===== src/rtl/pop_buttons_pkg.sv =====
// -----------------------------------------------------------------------------
// pop_buttons_pkg
// Shared definitions for the front-panel button conditioner:
//   - button index constants (bit order of the btn_* buses)
//   - default timing constants for a 2.5 MHz clock and 100 us debounce tick
//   - repeat FSM state encoding
//   - small constant-width helpers used to size counters
// -----------------------------------------------------------------------------
package pop_buttons_pkg;

    // Button bit positions on btn_n / btn_level / btn_press / btn_repeat
    localparam int BTN_MODE = 0;
    localparam int BTN_LOAD = 1;
    localparam int BTN_TL   = 2;
    localparam int BTN_TR   = 3;
    localparam int BTN_BL   = 4;
    localparam int BTN_BR   = 5;

    // Default timing: 250 x 400 ns = 100 us tick
    localparam int N_BTN_DEF              = 6;
    localparam int TICK_DIV_DEF           = 250;
    localparam int STABLE_TICKS_DEF       = 200;   // 20 ms
    localparam int REPEAT_DELAY_TICKS_DEF = 5000;  // 500 ms
    localparam int REPEAT_RATE_TICKS_DEF  = 1000;  // 100 ms

    typedef enum logic [1:0] {
        RPT_RELEASED  = 2'd0,
        RPT_DELAY     = 2'd1,
        RPT_REPEATING = 2'd2
    } rpt_state_e;

    // Bits needed to hold values 0..max_val, never less than one bit
    function automatic int cnt_width(input int max_val);
        int w;
        w = $clog2(max_val + 1);
        return (w < 1) ? 1 : w;
    endfunction

    function automatic int max_int(input int a, input int b);
        return (a > b) ? a : b;
    endfunction

endpackage


===== src/rtl/button_channel.sv =====
// -----------------------------------------------------------------------------
// button_channel
// One front-panel button: two-flop inverting synchroniser, tick-based
// debounce counter, press pulse and (optionally) the auto-repeat FSM.
// The debounce tick comes from the shared prescaler in the parent.
//
// Build option: BUTTON_AUTOREPEAT_EN -- when undefined the repeat FSM and its
// counter are not built and rpt is tied low.
//
// Ports:
//   clk_2M5  in   system clock
//   reset    in   synchronous, active-high
//   tick     in   one-cycle debounce tick
//   raw_n    in   raw button, asynchronous, low = pressed
//   level    out  debounced state, high = pressed
//   press    out  one-cycle pulse on each accepted press
//   rpt      out  one-cycle auto-repeat pulse while held
// -----------------------------------------------------------------------------
module button_channel
    import pop_buttons_pkg::*;
#(
    parameter int STABLE_TICKS       = STABLE_TICKS_DEF,
    parameter int REPEAT_DELAY_TICKS = REPEAT_DELAY_TICKS_DEF,
    parameter int REPEAT_RATE_TICKS  = REPEAT_RATE_TICKS_DEF
) (
    input  logic clk_2M5,
    input  logic reset,
    input  logic tick,
    input  logic raw_n,
    output logic level,
    output logic press,
    output logic rpt
);

    localparam int ST_W = cnt_width(STABLE_TICKS);
    localparam logic [ST_W-1:0] ST_LAST = ST_W'(STABLE_TICKS);

    logic            sync1_r;
    logic            sync2_r;
    logic [ST_W-1:0] stable_cnt_r;
    logic [ST_W-1:0] stable_inc_s;
    logic            accept_s;
    logic            level_r;
    logic            press_r;

    // Debounce decision: accept a change on the tick that completes the run
    always_comb begin
        stable_inc_s = stable_cnt_r + ST_W'(1);
        if (tick && (sync2_r != level_r) && (stable_inc_s == ST_LAST)) begin
            accept_s = 1'b1;
        end else begin
            accept_s = 1'b0;
        end
    end

    // Synchroniser, stable counter, debounced level and press pulse
    always_ff @(posedge clk_2M5) begin
        if (reset) begin
            sync1_r      <= 1'b0;
            sync2_r      <= 1'b0;
            stable_cnt_r <= {ST_W{1'b0}};
            level_r      <= 1'b0;
            press_r      <= 1'b0;
        end else begin
            sync1_r <= ~raw_n;
            sync2_r <= sync1_r;
            // press is raised on the same edge that level rises
            press_r <= accept_s & sync2_r;
            if (sync2_r == level_r) begin
                // any agreeing cycle restarts the run, so glitches never accumulate
                stable_cnt_r <= {ST_W{1'b0}};
            end else if (accept_s) begin
                stable_cnt_r <= {ST_W{1'b0}};
                level_r      <= sync2_r;
            end else if (tick) begin
                stable_cnt_r <= stable_inc_s;
            end else begin
                stable_cnt_r <= stable_cnt_r;
            end
        end
    end

    assign level = level_r;
    assign press = press_r;

`ifdef BUTTON_AUTOREPEAT_EN
    localparam int RP_W = cnt_width(max_int(REPEAT_DELAY_TICKS, REPEAT_RATE_TICKS));
    localparam logic [RP_W-1:0] RP_DELAY_LAST = RP_W'(REPEAT_DELAY_TICKS);
    localparam logic [RP_W-1:0] RP_RATE_LAST  = RP_W'(REPEAT_RATE_TICKS);

    rpt_state_e      rpt_state_r;
    logic [RP_W-1:0] rpt_cnt_r;
    logic [RP_W-1:0] rpt_inc_s;
    logic            rpt_r;
    logic            rise_s;
    logic            fall_s;

    // Level edges are taken from the accept decision so the FSM moves on the
    // same edge the level changes
    always_comb begin
        rise_s    = accept_s & sync2_r;
        fall_s    = accept_s & ~sync2_r;
        rpt_inc_s = rpt_cnt_r + RP_W'(1);
    end

    // Repeat FSM: hold delay, then periodic pulses; a fall always wins
    always_ff @(posedge clk_2M5) begin
        if (reset) begin
            rpt_state_r <= RPT_RELEASED;
            rpt_cnt_r   <= {RP_W{1'b0}};
            rpt_r       <= 1'b0;
        end else begin
            rpt_r <= 1'b0;
            if (fall_s) begin
                rpt_state_r <= RPT_RELEASED;
                rpt_cnt_r   <= {RP_W{1'b0}};
            end else begin
                case (rpt_state_r)
                    RPT_RELEASED: begin
                        if (rise_s) begin
                            rpt_state_r <= RPT_DELAY;
                            rpt_cnt_r   <= {RP_W{1'b0}};
                        end
                    end
                    RPT_DELAY: begin
                        if (tick) begin
                            if (rpt_inc_s == RP_DELAY_LAST) begin
                                rpt_r       <= 1'b1;
                                rpt_cnt_r   <= {RP_W{1'b0}};
                                rpt_state_r <= RPT_REPEATING;
                            end else begin
                                rpt_cnt_r <= rpt_inc_s;
                            end
                        end
                    end
                    RPT_REPEATING: begin
                        if (tick) begin
                            if (rpt_inc_s == RP_RATE_LAST) begin
                                rpt_r     <= 1'b1;
                                rpt_cnt_r <= {RP_W{1'b0}};
                            end else begin
                                rpt_cnt_r <= rpt_inc_s;
                            end
                        end
                    end
                    default: begin
                        rpt_state_r <= RPT_RELEASED;
                        rpt_cnt_r   <= {RP_W{1'b0}};
                    end
                endcase
            end
        end
    end

    assign rpt = rpt_r;
`else
    assign rpt = 1'b0;
`endif

endmodule


===== src/rtl/button_conditioner.sv =====
// -----------------------------------------------------------------------------
// button_conditioner
// Front-panel button conditioner feeding the POP timing core and mode FSM.
// A shared prescaler produces the 100 us debounce tick; one button_channel per
// button synchronises, debounces and generates press / auto-repeat pulses.
//
// Build option: BUTTON_AUTOREPEAT_EN -- enables the per-channel auto-repeat
// FSM; when undefined btn_repeat is constant 0.
//
// Ports:
//   clk_2M5     in   2.5 MHz system clock
//   reset       in   synchronous, active-high
//   btn_n       in   raw buttons, asynchronous, low = pressed
//                    (bit order: mode, load_defaults, TL, TR, BL, BR)
//   btn_level   out  debounced state, high = pressed
//   btn_press   out  one-cycle pulse on each accepted press
//   btn_repeat  out  one-cycle auto-repeat pulses while held
//   tick_100us  out  one-cycle debounce tick for other slow logic
// -----------------------------------------------------------------------------
module button_conditioner
    import pop_buttons_pkg::*;
#(
    parameter int N_BTN              = N_BTN_DEF,
    parameter int TICK_DIV           = TICK_DIV_DEF,
    parameter int STABLE_TICKS       = STABLE_TICKS_DEF,
    parameter int REPEAT_DELAY_TICKS = REPEAT_DELAY_TICKS_DEF,
    parameter int REPEAT_RATE_TICKS  = REPEAT_RATE_TICKS_DEF
) (
    input  logic             clk_2M5,
    input  logic             reset,
    input  logic [N_BTN-1:0] btn_n,
    output logic [N_BTN-1:0] btn_level,
    output logic [N_BTN-1:0] btn_press,
    output logic [N_BTN-1:0] btn_repeat,
    output logic             tick_100us
);

    localparam int PRE_W = cnt_width(TICK_DIV - 1);
    localparam logic [PRE_W-1:0] PRE_LAST = PRE_W'(TICK_DIV - 1);

    logic [PRE_W-1:0] pre_cnt_r;
    logic [PRE_W-1:0] pre_cnt_next_s;
    logic             tick_r;

    // Prescaler next count, wrapping at TICK_DIV-1
    always_comb begin
        if (pre_cnt_r == PRE_LAST) begin
            pre_cnt_next_s = {PRE_W{1'b0}};
        end else begin
            pre_cnt_next_s = pre_cnt_r + PRE_W'(1);
        end
    end

    // Prescaler and tick; tick is registered so it is high exactly while the
    // count sits at TICK_DIV-1
    always_ff @(posedge clk_2M5) begin
        if (reset) begin
            pre_cnt_r <= {PRE_W{1'b0}};
            tick_r    <= 1'b0;
        end else begin
            pre_cnt_r <= pre_cnt_next_s;
            tick_r    <= (pre_cnt_next_s == PRE_LAST);
        end
    end

    assign tick_100us = tick_r;

    for (genvar i = 0; i < N_BTN; i++) begin : gen_ch
        button_channel #(
            .STABLE_TICKS       (STABLE_TICKS),
            .REPEAT_DELAY_TICKS (REPEAT_DELAY_TICKS),
            .REPEAT_RATE_TICKS  (REPEAT_RATE_TICKS)
        ) u_ch (
            .clk_2M5 (clk_2M5),
            .reset   (reset),
            .tick    (tick_r),
            .raw_n   (btn_n[i]),
            .level   (btn_level[i]),
            .press   (btn_press[i]),
            .rpt     (btn_repeat[i])
        );
    end

endmodule


===== config.mk =====
export PLATFORM = sky130hd
export DESIGN_NAME = button_conditioner
export DESIGN_NICKNAME = d
export VERILOG_FILES = /design/src/rtl/pop_buttons_pkg.sv /design/src/rtl/button_channel.sv /design/src/rtl/button_conditioner.sv
export SDC_FILE = /design/constraint.sdc
export NUM_CORES = 1
export LEC_CHECK = 0
export BUFFER_PORTS_ARGS = -buffer_cell sky130_fd_sc_hd__buf_2
export CAP_MARGIN = 10
export CORE_UTILIZATION = 35
export CTS_CLUSTER_DIAMETER = 120
export DETAILED_ROUTE_END_ITERATION = 8
export REMOVE_ABC_BUFFERS = 1
export SETUP_SLACK_MARGIN = 0.1
export SLEW_MARGIN = 40
export SYNTH_ARGS = -nofsm -noshare
export SYNTH_HDL_FRONTEND = slang
export SYNTH_HIERARCHICAL = 1
export SYNTH_SLANG_ARGS = --single-unit

===== constraint.sdc =====
create_clock -name clk_2M5 -period 5.7 [get_ports clk_2M5]
set_input_delay 0.855 -clock clk_2M5 [delete_from_list [all_inputs] [get_ports clk_2M5]]
set_output_delay 0.855 -clock clk_2M5 [all_outputs]
set_load 0.01 [all_outputs]

Word level (Yosys, flattened, before mapping)

Cells that the tools add are included.

Bits in registers: 81
Logic and storage cells: 108
Memory bits (writable): 0
ROM bits: 0
Output and inout port bits: 19
Latch bits: 0
Memories kept: 0
Bits of input ports: 8

$add $sub $neg: 7
Magnitude comparators: 0
Equal/unequal tests: 20
Shift-type cells: 0
Reductions and logical operators: 24
$mul: 0
Bitwise gates (word level): 18
Multiplexer cells: 7
Divide/modulo/power cells: 0

Operator list:

| operator                                                       | count |
|---|---|
| 8-bit == test (second input constant)                          | 8 |
| 8-bit by 1-bit adder with 8-bit output (second input constant) | 7 |
| 3-bit OR reduction                                             | 6 |
| 1-bit logical AND                                              | 12 |
| 1-bit NOT                                                      | 12 |
| 2-bit AND reduction                                            | 6 |
| 8-bit 2-to-1 mux                                               | 1 |
| 1-bit bitwise AND                                              | 6 |
| 1-bit == test                                                  | 6 |
| 1-bit 2-to-1 mux                                               | 6 |
| 1-bit != test                                                  | 6 |

Logic depth before layout (Yosys ltp)

Gate-level depths: netlist of run 1.

Word-level depth: 5
Gate-level depth with buffers: 6
Mapped depth without buffers: 6

Cells and area by module

The synthesis of run 1 kept the hierarchy.

Modules (own cells, without submodules):

| module             | instances | area each (um^2) | cells an instance | seq. area each (um^2) |
|---|---|---|---|---|
| button_channel     | 6         | 565.5            | 57                | 240.2 |
| button_conditioner | 1         | 404.1            | 44                | 180.2 |

Worst setup path before layout of run 1

No wires, ideal clock.

Path type: reg2reg
Start: register tick_r (netlist: tick_100us)
End: register gen_ch[0].u_ch.level_r
Setup slack: 3.595 ns
Setup time: 0.129 ns
Arrival: 1.975 ns
Data required time: 5.571 ns
Clock period less this slack: 2.105 ns
Cell stages (with the launch flop): 5
Cells stage by stage: dfxtp_1 > and3_1 > nand4b_1 > a211oi_4 > o21bai_1

Word-level cells in the longest chain between the ends: 4

Ends and longest elaborated chain:

| what                                 | RTL line                 | source |
|---|---|---|
| start: declaration                   | button_conditioner.sv:43 | `logic tick_r;` |
| start signal: assignment             | button_conditioner.sv:62 | `tick_r <= (pre_cnt_next_s == PRE_LAST);` |
| 1-bit logical AND (2 in a row)       | button_channel.sv:49     | `if (tick && (sync2_r != level_r) && (stable_inc_s == ST_LAST)) begin` |
| 1-bit 2-to-1 mux                     | button_channel.sv:49     |  |
| 2-bit AND reduction (no source line) | -                        |  |
| end signal: assignment               | button_channel.sv:74     | `level_r <= sync2_r;` |
| end: declaration                     | button_channel.sv:43     | `logic level_r;` |

No other way between the ends.
A chain may end at the register's enable or synchronous reset.

Final worst setup path of run 1

Start: register tick_r (netlist: tick_100us)
End: output port tick_100us

RTL lines:

| what             | RTL line                 | source |
|---|---|---|
| end: declaration | button_conditioner.sv:35 | `output logic tick_100us` |

No word-level cell between the ends.

==> impl_metrics.csv, run 1 <==
group,metric,value,unit
outcome,outcome,"complete, no violations",
worst_setup_path,crit_arrival,1.19,ns
pwr,power,0.00111,W
logic_synthesis,synth_area,3800,sq um
logic_synthesis,synth_edf_count,0,
clock_tree,cts_buffers,9,
sta,rsz0062_at_grt,"no",
sta,fmax,488,MHz
worst_setup_path,cp-end-kind,"output pin",
final_layout,diodes,0,
route,drt-initial-drc-count,72,
global_routing,grt_first_pass_wirelength,11200,um
final_layout,fin_area,4260,sq um
clock_tree,ctsResizeCount,0,
worst_setup_path,crit_family,"buffers and inverters",
clock_tree,clk_pin_slew,0.08,ns
sta,fin_crit_sh,35.9,%
clock_tree,cts.htree.levels,3,
place,place_inst,531,
floorplanning,start_util,36.5,%
global_routing,grt_max_degree,34,
worst_setup_path,path_class,"reg2out",
logic_synthesis,synthArstFlopShare,0,%
logic_synthesis,synth_cell_type_count,34,
pwr,power_density,261,nW/um^2
floorplanning,die_w,106,um
global_routing,antenna_found_initial,0,
clock_tree,numClockSinks,81,
route,drt-met1-wl,3390,um
final_layout,area_growth,12.2,%
clock_tree,worstSkewPairLatency,0.35,ns
global_routing,grt_pass1_vias,2521,
route,drtPass1Iterations,4,
route,viasPerCell,4.81,
sta,slew-limit-headroom,57.5,%
route,drtAntennaViolNets,0,
route,highest_layer,"met4",
pwr,vdd_drop_max,116,uV
logic_synthesis,synth-seq-area-share,42.7,%
clock_tree,clockBufferDepth,2,
worst_hold_path,hold_path_class,"reg2reg",
final_layout,nets,422,
route,route.detailed.drc,0,
route,wire_per_inst,11.8,um
sta,timing.final.crit_period,2.05,ns
final_layout,drive_gt1_share,15.8,%
floorplanning,boundaryPins,27,
route,dr_wl_met3,188,um
logic_synthesis,ys.flop_type,"dfxtp_1",
place,port_buffers,20,
route,met2_length,2800,um
sta,finalSetupViolations,0,
floorplanning,rows,37,
global_routing,grt_use_total,12.5,%
logic_synthesis,postSynthAreaPerCell,9.84,sq um
floorplanning,die_h,106,um
worst_setup_path,cp_max_fo,31,
global_routing,grt-ovfl-total,0,
worst_setup_path,worstPathRequired,4.85,ns
route,wl,6460,um
place,place_congestion,0.794,
clock_tree,cts_tree,"built",
sta,finalSetupTns,0,ns
floorplanning,die-area,11300,sq um
worst_setup_path,cpMaxStageDelayCell,"buf_4",
sta,hold_violations,0,
run,max_cap_violations,0,
pwr,power_leakage,1.41,nW
worst_setup_path,cp_slowest_stage_delay,0.32,ns
floorplanning,core_area,10400,sq um
place,post-dp-hpwl,4440,um
worst_setup_path,crit_chain,"buf_4 > buf_2",
sta,clock_skew,0.0108,ns
place,place_area,4010,sq um
logic_synthesis,synth.yosys.warnings,6,
route,vias,2631,
worst_setup_path,startpoint_type,"flip-flop",
clock_tree,ctsHoldBuffers,0,
sta,drv_slew,0,
logic_synthesis,netlist_instances,386,
worst_setup_path,crit_buf_inv,2,
logic_synthesis,synth-seq-cells,81,
sta,tightest_slew,0.631,ns
clock_tree,cts-root-buf,"clkbuf_8",
final_layout,fin_cells,547,
clock_tree,post-cts-setup-buffer-count,0,
-- final cells by class --
type / count / area, sq um
clock buffers: 12 / 155
clock inverters: 4 / 98.8
fillers: 1031 / 6150
inverters: 2 / 7.51
multi-input cells: 291 / 2100
flip-flops and latches: 81 / 1620
well taps: 136 / 170
repair buffers: 21 / 108
-- path summary, 6_finish.rpt --
path,startpoint,to,slack (ns),depth (start not counted)
max,tick_100us$_SDFF_PP0_,tick_100us,3.65,2
min reg2reg,gen_ch[5].u_ch/sync1_r$_SDFF_PP0_,gen_ch[5].u_ch/sync2_r$_SDFF_PP0_,0.44,1
min,gen_ch[5].u_ch/sync1_r$_SDFF_PP0_,gen_ch[5].u_ch/sync2_r$_SDFF_PP0_,0.44,1
max reg2reg,tick_100us$_SDFF_PP0_,gen_ch[5].u_ch/stable_cnt_r[2]$_SDFFE_PP0P_,3.77,5
-- where the power goes --
| part | switching, W | internal (W) | total [W] |
|---|---|---|---|
| clock network | 0.000200 | 0.000316 | 0.000517 |
| registers | 0.00000370 | 0.000571 | 0.000575 |
| logic | 0.0000137 | 0.00000872 | 0.0000224 |
| total | 0.000218 | 0.000896 | 0.00111 |
-- registers in the layout, indices dropped and copies added (netlist names) --
signal,flops
tick_100us,1
gen_ch.u_ch/sync2_r,6
gen_ch.u_ch/sync1_r,6
gen_ch.u_ch/level,6
gen_ch.u_ch/stable_cnt_r,48
gen_ch.u_ch/press,6
pre_cnt_r,8
-- cells by family after synthesis --
family                   after synthesis  synth area share (%)
AO/OA/AOI/OAI                         30                  10.6
XOR/XNOR                              53                  12.2
adder cells (fa/ha/maj)                8                  2.64
buffers and inverters                 14                  1.98
flip-flops                            81                  42.7
multiplexers                          12                  3.16
other                                  6                 0.593
AND/OR/NAND/NOR                      182                  26.1
-- routing by layer --
layer	vias to the layer above	GRT usage, %
met5	-	0
met4	0	5.36
met3	7	2.94
met2	39	18.9
met1	1205	16.8
li1	1380	-
-- per-stage QoR --
step / hold WS, ns / utilization (%) / setup WS [ns]
final: 0.437 / 40.9 / 3.65
after global routing: 0.457 / 40.9 / 3.56
after CTS: 0.444 / 40.9 / 3.61
after detailed placement: 0.425 / 38.5 / 3.67
after global placement: 0.419 / 38.5 / 3.75
after floorplan: 0.414 / - / 3.60
-- worst reg2reg max path: cells and delay by family, from the launching register on --
family	cells	cell delay, ns
AO/OA/AOI/OAI	1	0.49
buffers and inverters	1	0.32
flip-flops	1	0.31
AND/OR/NAND/NOR	3	0.67
-- layout by cell type (no fill, tap or decap), types with 7 or more instances in the layout --
master	n
o21ai_0	7
nand4_1	13
nand2_1	21
xor2_1	31
dfxtp_1	81
buf_2	20
nor3_1	49
nor2_1	32
nand3_1	13
xnor2_1	22
mux2i_1	12
clkbuf_8	11
ha_1	8
nand2b_1	19
-- cell usage after synthesis, drive strengths merged (8+ instances only) --
cell type,instances,area share [%]
nor2,33,3.3
ha,8,2.6
mux2i,12,3.2
nor3,49,6.5
nand3,14,2.0
dfxtp,81,43
nand2b,19,3.1
buf,12,1.8
nand2,21,2.1
xor2,31,7.1
xnor2,22,5.1
nand4,13,2.1
(Power assumes the default switching activity.)
==> inputs of run 2 (changes only) <==
clock period = 1.81 ns   (was 5.7 ns; I/O delays follow)
==> run 2 against run 1 <==
- die area did not move
- first-iteration DRC count rose by 22%
- register-to-register slack got worse by 3.7 ns
- utilization rose by 3.5 points
- sequential power rose to 3.1 times the previous value
- clock-buffer cell count fell by 1
- sequential share of layout area fell by 2.5 points
- highest routed layer unchanged
==> impl_metrics.csv, run 2 (synthesized netlist as in run 1, its figures left out) <==
group,metric,value,unit
global_routing,grt_max_degree,34,
floorplanning,boundaryPins,27,
clock_tree,cts.htree.levels,3,
route,wire_per_inst,12.1,um
route,viasPerCell,4.81,
pwr,power_density,687,nW/um^2
clock_tree,cts-root-buf,"clkbuf_8",
global_routing,grt-ovfl-total,0,
final_layout,fin_cells,583,
final_layout,largest_reg_flops,48,
route,wl,7030,um
sta,slew-limit-headroom,64.9,%
final_layout,diodes,0,
worst_setup_path,startpoint_type,"flip-flop",
sta,finalSetupViolations,0,
clock_tree,ctsHoldBuffers,0,
route,drtPass1Iterations,4,
sta,finalSetupTns,0,ns
sta,rsz0062_at_grt,"yes",
worst_setup_path,ff2ff_setup_slack,0.10,ns
route,drtAntennaViolNets,0,
worst_hold_path,min_to,"gen_ch[0].u_ch/sync1_r$_SDFF_PP0_",
final_layout,nets,458,
pwr,power_leakage,1.58,nW
final_layout,area_growth,21.8,%
floorplanning,die-area,11300,sq um
global_routing,grt_pass1_vias,2728,
final_layout,drive_gt1_share,28.0,%
worst_setup_path,critPathLaunch,"gen_ch[2].u_ch/stable_cnt_r[5]$_SDFFE_PP0P_",
worst_setup_path,r2r-end,"gen_ch[2].u_ch/stable_cnt_r[4]$_SDFFE_PP0P_",
place,post-dp-hpwl,4560,um
place,port_buffers,20,
worst_setup_path,cp-end-kind,"flip-flop",
final_layout,layout_commonest_cell,"dfxtp_1",
clock_tree,clk_pin_slew,0.08,ns
worst_hold_path,hold_start,"btn_n[0]",
pwr,power,0.00318,W
place,place_inst,547,
sta,drv_slew,0,
clock_tree,cts_buffers,9,
clock_tree,numClockSinks,81,
sta,fin_crit_sh,94.2,%
sta,hold_violations,0,
clock_tree,clockBufferDepth,2,
clock_tree,worstSkewPairLatency,0.34,ns
place,place_congestion,0.792,
sta,clock_skew,0.00875,ns
floorplanning,start_util,36.5,%
worst_setup_path,path_class,"reg2reg",
worst_setup_path,worstPathRequired,2.02,ns
worst_hold_path,hold_path_class,"in2reg",
route,drt-initial-drc-count,88,
final_layout,final_cell_mix,"67 x dfxtp_1, 41 x nor3_1, 32 x nor2_1, 31 x xor2_1, 31 x buf_4",
sta,fmax,586,MHz
worst_setup_path,cp_max_fo,4,
final_layout,reg_top3,"gen_ch.u_ch/stable_cnt_r (48), pre_cnt_r (8)",
global_routing,antenna_found_initial,0,
final_layout,top_register,"gen_ch.u_ch/stable_cnt_r",
run,max_cap_violations,0,
worst_setup_path,crit_arrival,1.92,ns
sta,tightest_slew,0.512,ns
global_routing,grt_first_pass_wirelength,12200,um
sta,timing.final.crit_period,1.71,ns
worst_hold_path,holdPathStages,2,
sta,hold_ws,0.0699,ns
worst_setup_path,r2r_cells,5,
floorplanning,die_h,106,um
worst_setup_path,r2r_start,"gen_ch[2].u_ch/stable_cnt_r[5]$_SDFFE_PP0P_",
pwr,vdd_drop_max,507,uV
global_routing,grt_use_total,13.4,%
outcome,outcome,"complete, no violations",
floorplanning,rows,37,
route,route.detailed.drc,0,
clock_tree,cts_tree,"built",
floorplanning,die_w,106,um
route,vias,2807,
floorplanning,core_area,10400,sq um
## run 2: cell count changes in the layout (fill, tap and decap cells not counted), sizes merged
cell      previous run  this run
buf                 21        56
bufinv               3         1
clkinv               1         2
clkinvlp             0         2
## run 2: timing repair
item | in CTS | in global routing
setup buffers | 2 | 17
endpoints found under the setup margin | 43 | 51
cloned | 0 | 1
pin swaps | 5 | 15
resized for setup | 0 | 28
## run 2: worst max-delay path, cell delays in order, from the launching register on
cell       delay [ns]
dfxtp_1          0.40
nand4_1          0.17
or3_4            0.40
a211oi_4         0.37
clkbuf_16        0.22
nor3_2           0.03
## run 2: metal layers
metal / share of wire, % / global-route usage (%)
met5: 0 / 0
met1: 48 / 16.3
met2: 48 / 22.5
met4: 1.5 / 4.76
met3: 2.3 / 3.49
## run 2: layout make-up
type | instances | area (sq um)
fill | 1000 | 5790
multi-input combinational | 291 | 2160
sequential | 81 | 1640
timing repair buffer | 57 | 449
tap | 136 | 170
clock buffer | 11 | 141
clock inverter | 5 | 55.1
inverter | 2 | 7.51
## run 2: worst max-delay path by stage
stage                     cells after the start                                           to  slack (ns)
after floorplan                               4            gen_ch[0].u_ch/level$_SDFFE_PP0P_       -0.29
after global placement                        5            gen_ch[1].u_ch/level$_SDFFE_PP0P_        0.12
after detailed placement                      5            gen_ch[1].u_ch/level$_SDFFE_PP0P_        0.06
after CTS                                     5            gen_ch[1].u_ch/level$_SDFFE_PP0P_        0.10
after global routing                          6  gen_ch[2].u_ch/stable_cnt_r[4]$_SDFFE_PP0P_        0.05
final                                         5  gen_ch[2].u_ch/stable_cnt_r[4]$_SDFFE_PP0P_        0.10
## run 2: metrics by stage
step | utilization (%) | worst slack, ns | instance area (sq um)
2_1_floorplan | - | -0.295 | 3730
3_3_place_gp | 39.7 | 0.117 | 4140
3_5_place_dp | 39.7 | 0.0580 | 4140
4_1_cts | 42.0 | 0.101 | 4380
5_1_grt | 44.4 | 0.0547 | 4630
6_report | 44.4 | 0.104 | 4630
## run 2: report_power, final
group	internal, W	leakage [nW]	switching (W)
clock network	0.000671	0.0953	0.000629
logic	0.0000276	0.820	0.0000436
registers	0.00180	0.663	0.0000124
total	0.00249	1.58	0.000685
==> inputs of run 3 (changes only) <==
PLACE_DENSITY = 0.58   (was not set)
RECOVER_POWER = 50   (was not set)
==> run 3 against run 2 <==
- sequential cell count unchanged
- sequential power about the same
- clock-buffer cell count unchanged
- non-clock buffer count down 5
- cell count down 0.86%
- clock skew down 0.00071 ns
- clock power about the same
- via count down 0.29%
- critical path depth unchanged
- design area down 3.9%
- first-iteration DRC count down 31%
- register-to-register slack better by 0.098 ns
==> impl_metrics.csv, run 3 (synthesized netlist as in run 1, its figures left out) <==
group,metric,value,unit
route,drtPass1Iterations,4,
sta,tightest_slew,1.34,ns
floorplanning,core_area,10400,sq um
global_routing,top_usage_layer,"met2",
floorplanning,boundaryPins,27,
worst_setup_path,path_class,"reg2reg",
floorplanning,die_h,106,um
clock_tree,cts_tree,"built",
pwr,vdd_drop_max,543,uV
global_routing,grt_use_total,13.2,%
route,wl,6870,um
final_layout,area_growth,17.1,%
worst_setup_path,crit_end,"gen_ch[4].u_ch/stable_cnt_r[5]$_SDFFE_PP0P_",
floorplanning,die-area,11300,sq um
global_routing,grt_max_degree,32,
sta,fin_ws,0.202,ns
pwr,p_sw,0.000689,W
sta,fin_crit_sh,88.8,%
clock_tree,cts.htree.levels,3,
clock_tree,clk_pin_slew,0.08,ns
worst_hold_path,hold_path_class,"in2reg",
place,dpl_worst_slack,0.0676,ns
place,place_congestion,0.766,
clock_tree,worstSkewPairLatency,0.35,ns
outcome,outcome,"complete, no violations",
sta,rsz0062_at_grt,"no",
floorplanning,die_w,106,um
route,drt-initial-drc-count,61,
global_routing,grt-ovfl-total,0,
sta,finalSetupViolations,0,
worst_setup_path,critPathLaunch,"gen_ch[4].u_ch/stable_cnt_r[2]$_SDFFE_PP0P_",
pwr,power_leakage,1.47,nW
pwr,power_frac_comb,2.3,%
final_layout,fin_cells,578,
route,route.detailed.drc,0,
sta,finalSetupTns,0,ns
clock_tree,ctsHoldBuffers,0,
worst_setup_path,ff2ff_setup_slack,0.20,ns
pwr,intPower,0.00250,W
final_layout,diodes,0,
sta,drv_slew,0,
worst_setup_path,r2r_start,"gen_ch[4].u_ch/stable_cnt_r[2]$_SDFFE_PP0P_",
global_routing,grt_pass1_vias,2543,
worst_hold_path,hold_start,"btn_n[2]",
worst_setup_path,startpoint_type,"flip-flop",
pwr,clock_power_share,40.9,%
final_layout,fillers,1023,
final_layout,fin_area,4450,sq um
final_layout,fin_util,42.7,%
route,vias,2799,
sta,timing.final.crit_period,1.61,ns
final_layout,layout_commonest_cell,"dfxtp_1",
pwr,seq_power_share,56.8,%
route,viasPerCell,4.84,
place,post-dp-hpwl,4700,um
final_layout,reg_top3,"gen_ch.u_ch/stable_cnt_r (48), pre_cnt_r (8)",
clock_tree,cts-root-buf,"clkbuf_8",
run,max_cap_violations,0,
sta,hold_violations,0,
worst_setup_path,r2r-end,"gen_ch[4].u_ch/stable_cnt_r[5]$_SDFFE_PP0P_",
worst_setup_path,cp-end-kind,"flip-flop",
floorplanning,start_util,36.5,%
clock_tree,numClockSinks,81,
global_routing,grt_first_pass_wirelength,11800,um
sta,slew-limit-headroom,10.7,%
final_layout,largest_reg_flops,48,
final_layout,top_register,"gen_ch.u_ch/stable_cnt_r",
worst_setup_path,cp_max_fo,5,
route,wire_per_inst,11.9,um
global_routing,antenna_found_initial,0,
worst_setup_path,crit_arrival,1.83,ns
worst_setup_path,worstPathRequired,2.03,ns
final_layout,drive_gt1_share,19.2,%
sta,clock_skew,0.00804,ns
place,port_buffers,20,
clock_tree,cts_buffers,9,
pwr,swShare,21.6,%
floorplanning,rows,37,
pwr,power_density,717,nW/um^2
global_routing,use_met3,4.05,%
place,place_area,4160,sq um
worst_setup_path,r2r_cells,5,
clock_tree,clockBufferDepth,2,
sta,fmax,622,MHz
final_layout,final_cell_mix,"76 x dfxtp_1, 49 x nor3_1, 32 x nor2_1, 31 x xor2_1, 25 x buf_4",
global_routing,use_met1,16.6,%
final_layout,nets,453,
route,drtAntennaViolNets,0,
global_routing,grt.met2_usage,21.0,%
place,place_inst,551,
-- run 3: cell count changes in the layout (fill, tap and decap cells not counted), sizes merged --
| cell | change |
|---|---|
| buf | -21 |
| clkbuf | +16 |
-- run 3: how the worst min path moves through the flow --
stage / endpoint / cells past startpoint
after CTS: gen_ch[2].u_ch/sync1_r$_SDFF_PP0_ / 2
final: gen_ch[2].u_ch/sync1_r$_SDFF_PP0_ / 2
after detailed placement: gen_ch[3].u_ch/sync2_r$_SDFF_PP0_ / 1
after global placement: gen_ch[3].u_ch/sync2_r$_SDFF_PP0_ / 1
after global routing: gen_ch[3].u_ch/sync1_r$_SDFF_PP0_ / 2
after floorplan: gen_ch[0].u_ch/sync1_r$_SDFF_PP0_ / 1
-- run 3: power by group through the flow --
stage	Sequential (W)	Clock [W]	Combinational [W]
final	0.00181	0.00130	0.0000726
after global placement	0.00185	0	0.0000749
after detailed placement	0.00185	0	0.0000746
after CTS	0.00181	0.00138	0.0000751
after floorplan	0.00185	0	0.0000464
after global routing	0.00181	0.00145	0.0000828
-- run 3: metal layers --
| layer | wire (um) | part of all wire [%] |
|---|---|---|
| met5 | 0 | 0 |
| met1 | 3360 | 49 |
| met3 | 269 | 3.9 |
| met4 | 74 | 1.1 |
| met2 | 3170 | 46 |
-- run 3: area by class of cell --
cell class	instances	area (sq um)	share of cell area (%)
inverter	2	7.51	0.169
clock buffer	11	141	3.18
multi-input combinational	291	2110	47.4
timing repair buffer	52	338	7.60
tap	136	170	3.83
clock inverter	5	55.1	1.24
sequential	81	1630	36.6
-- run 3: through the flow --
stage                     hold slack [ns]  total power [W]
after global routing               0.0384          0.00335
after CTS                          0.0446          0.00326
after floorplan                     0.338          0.00190
after detailed placement            0.426          0.00193
final                              0.0702          0.00319
after global placement              0.419          0.00193
-- run 3: critical path, cell delays in order, from the launching register on --
cell      delay (ns)
dfxtp_1         0.39
nand3_1         0.17
or3_4           0.44
a211oi_4        0.26
buf_4           0.17
nor3_1          0.05
-- run 3: repair_timing --
action | CTS | global route
cloned | 0 | 0
setup buffers | 4 | 7
hold endpoints to repair | 0 | 0
setup endpoints to repair | 24 | 47
gates resized for setup | 0 | 7
pin swaps | 4 | 7
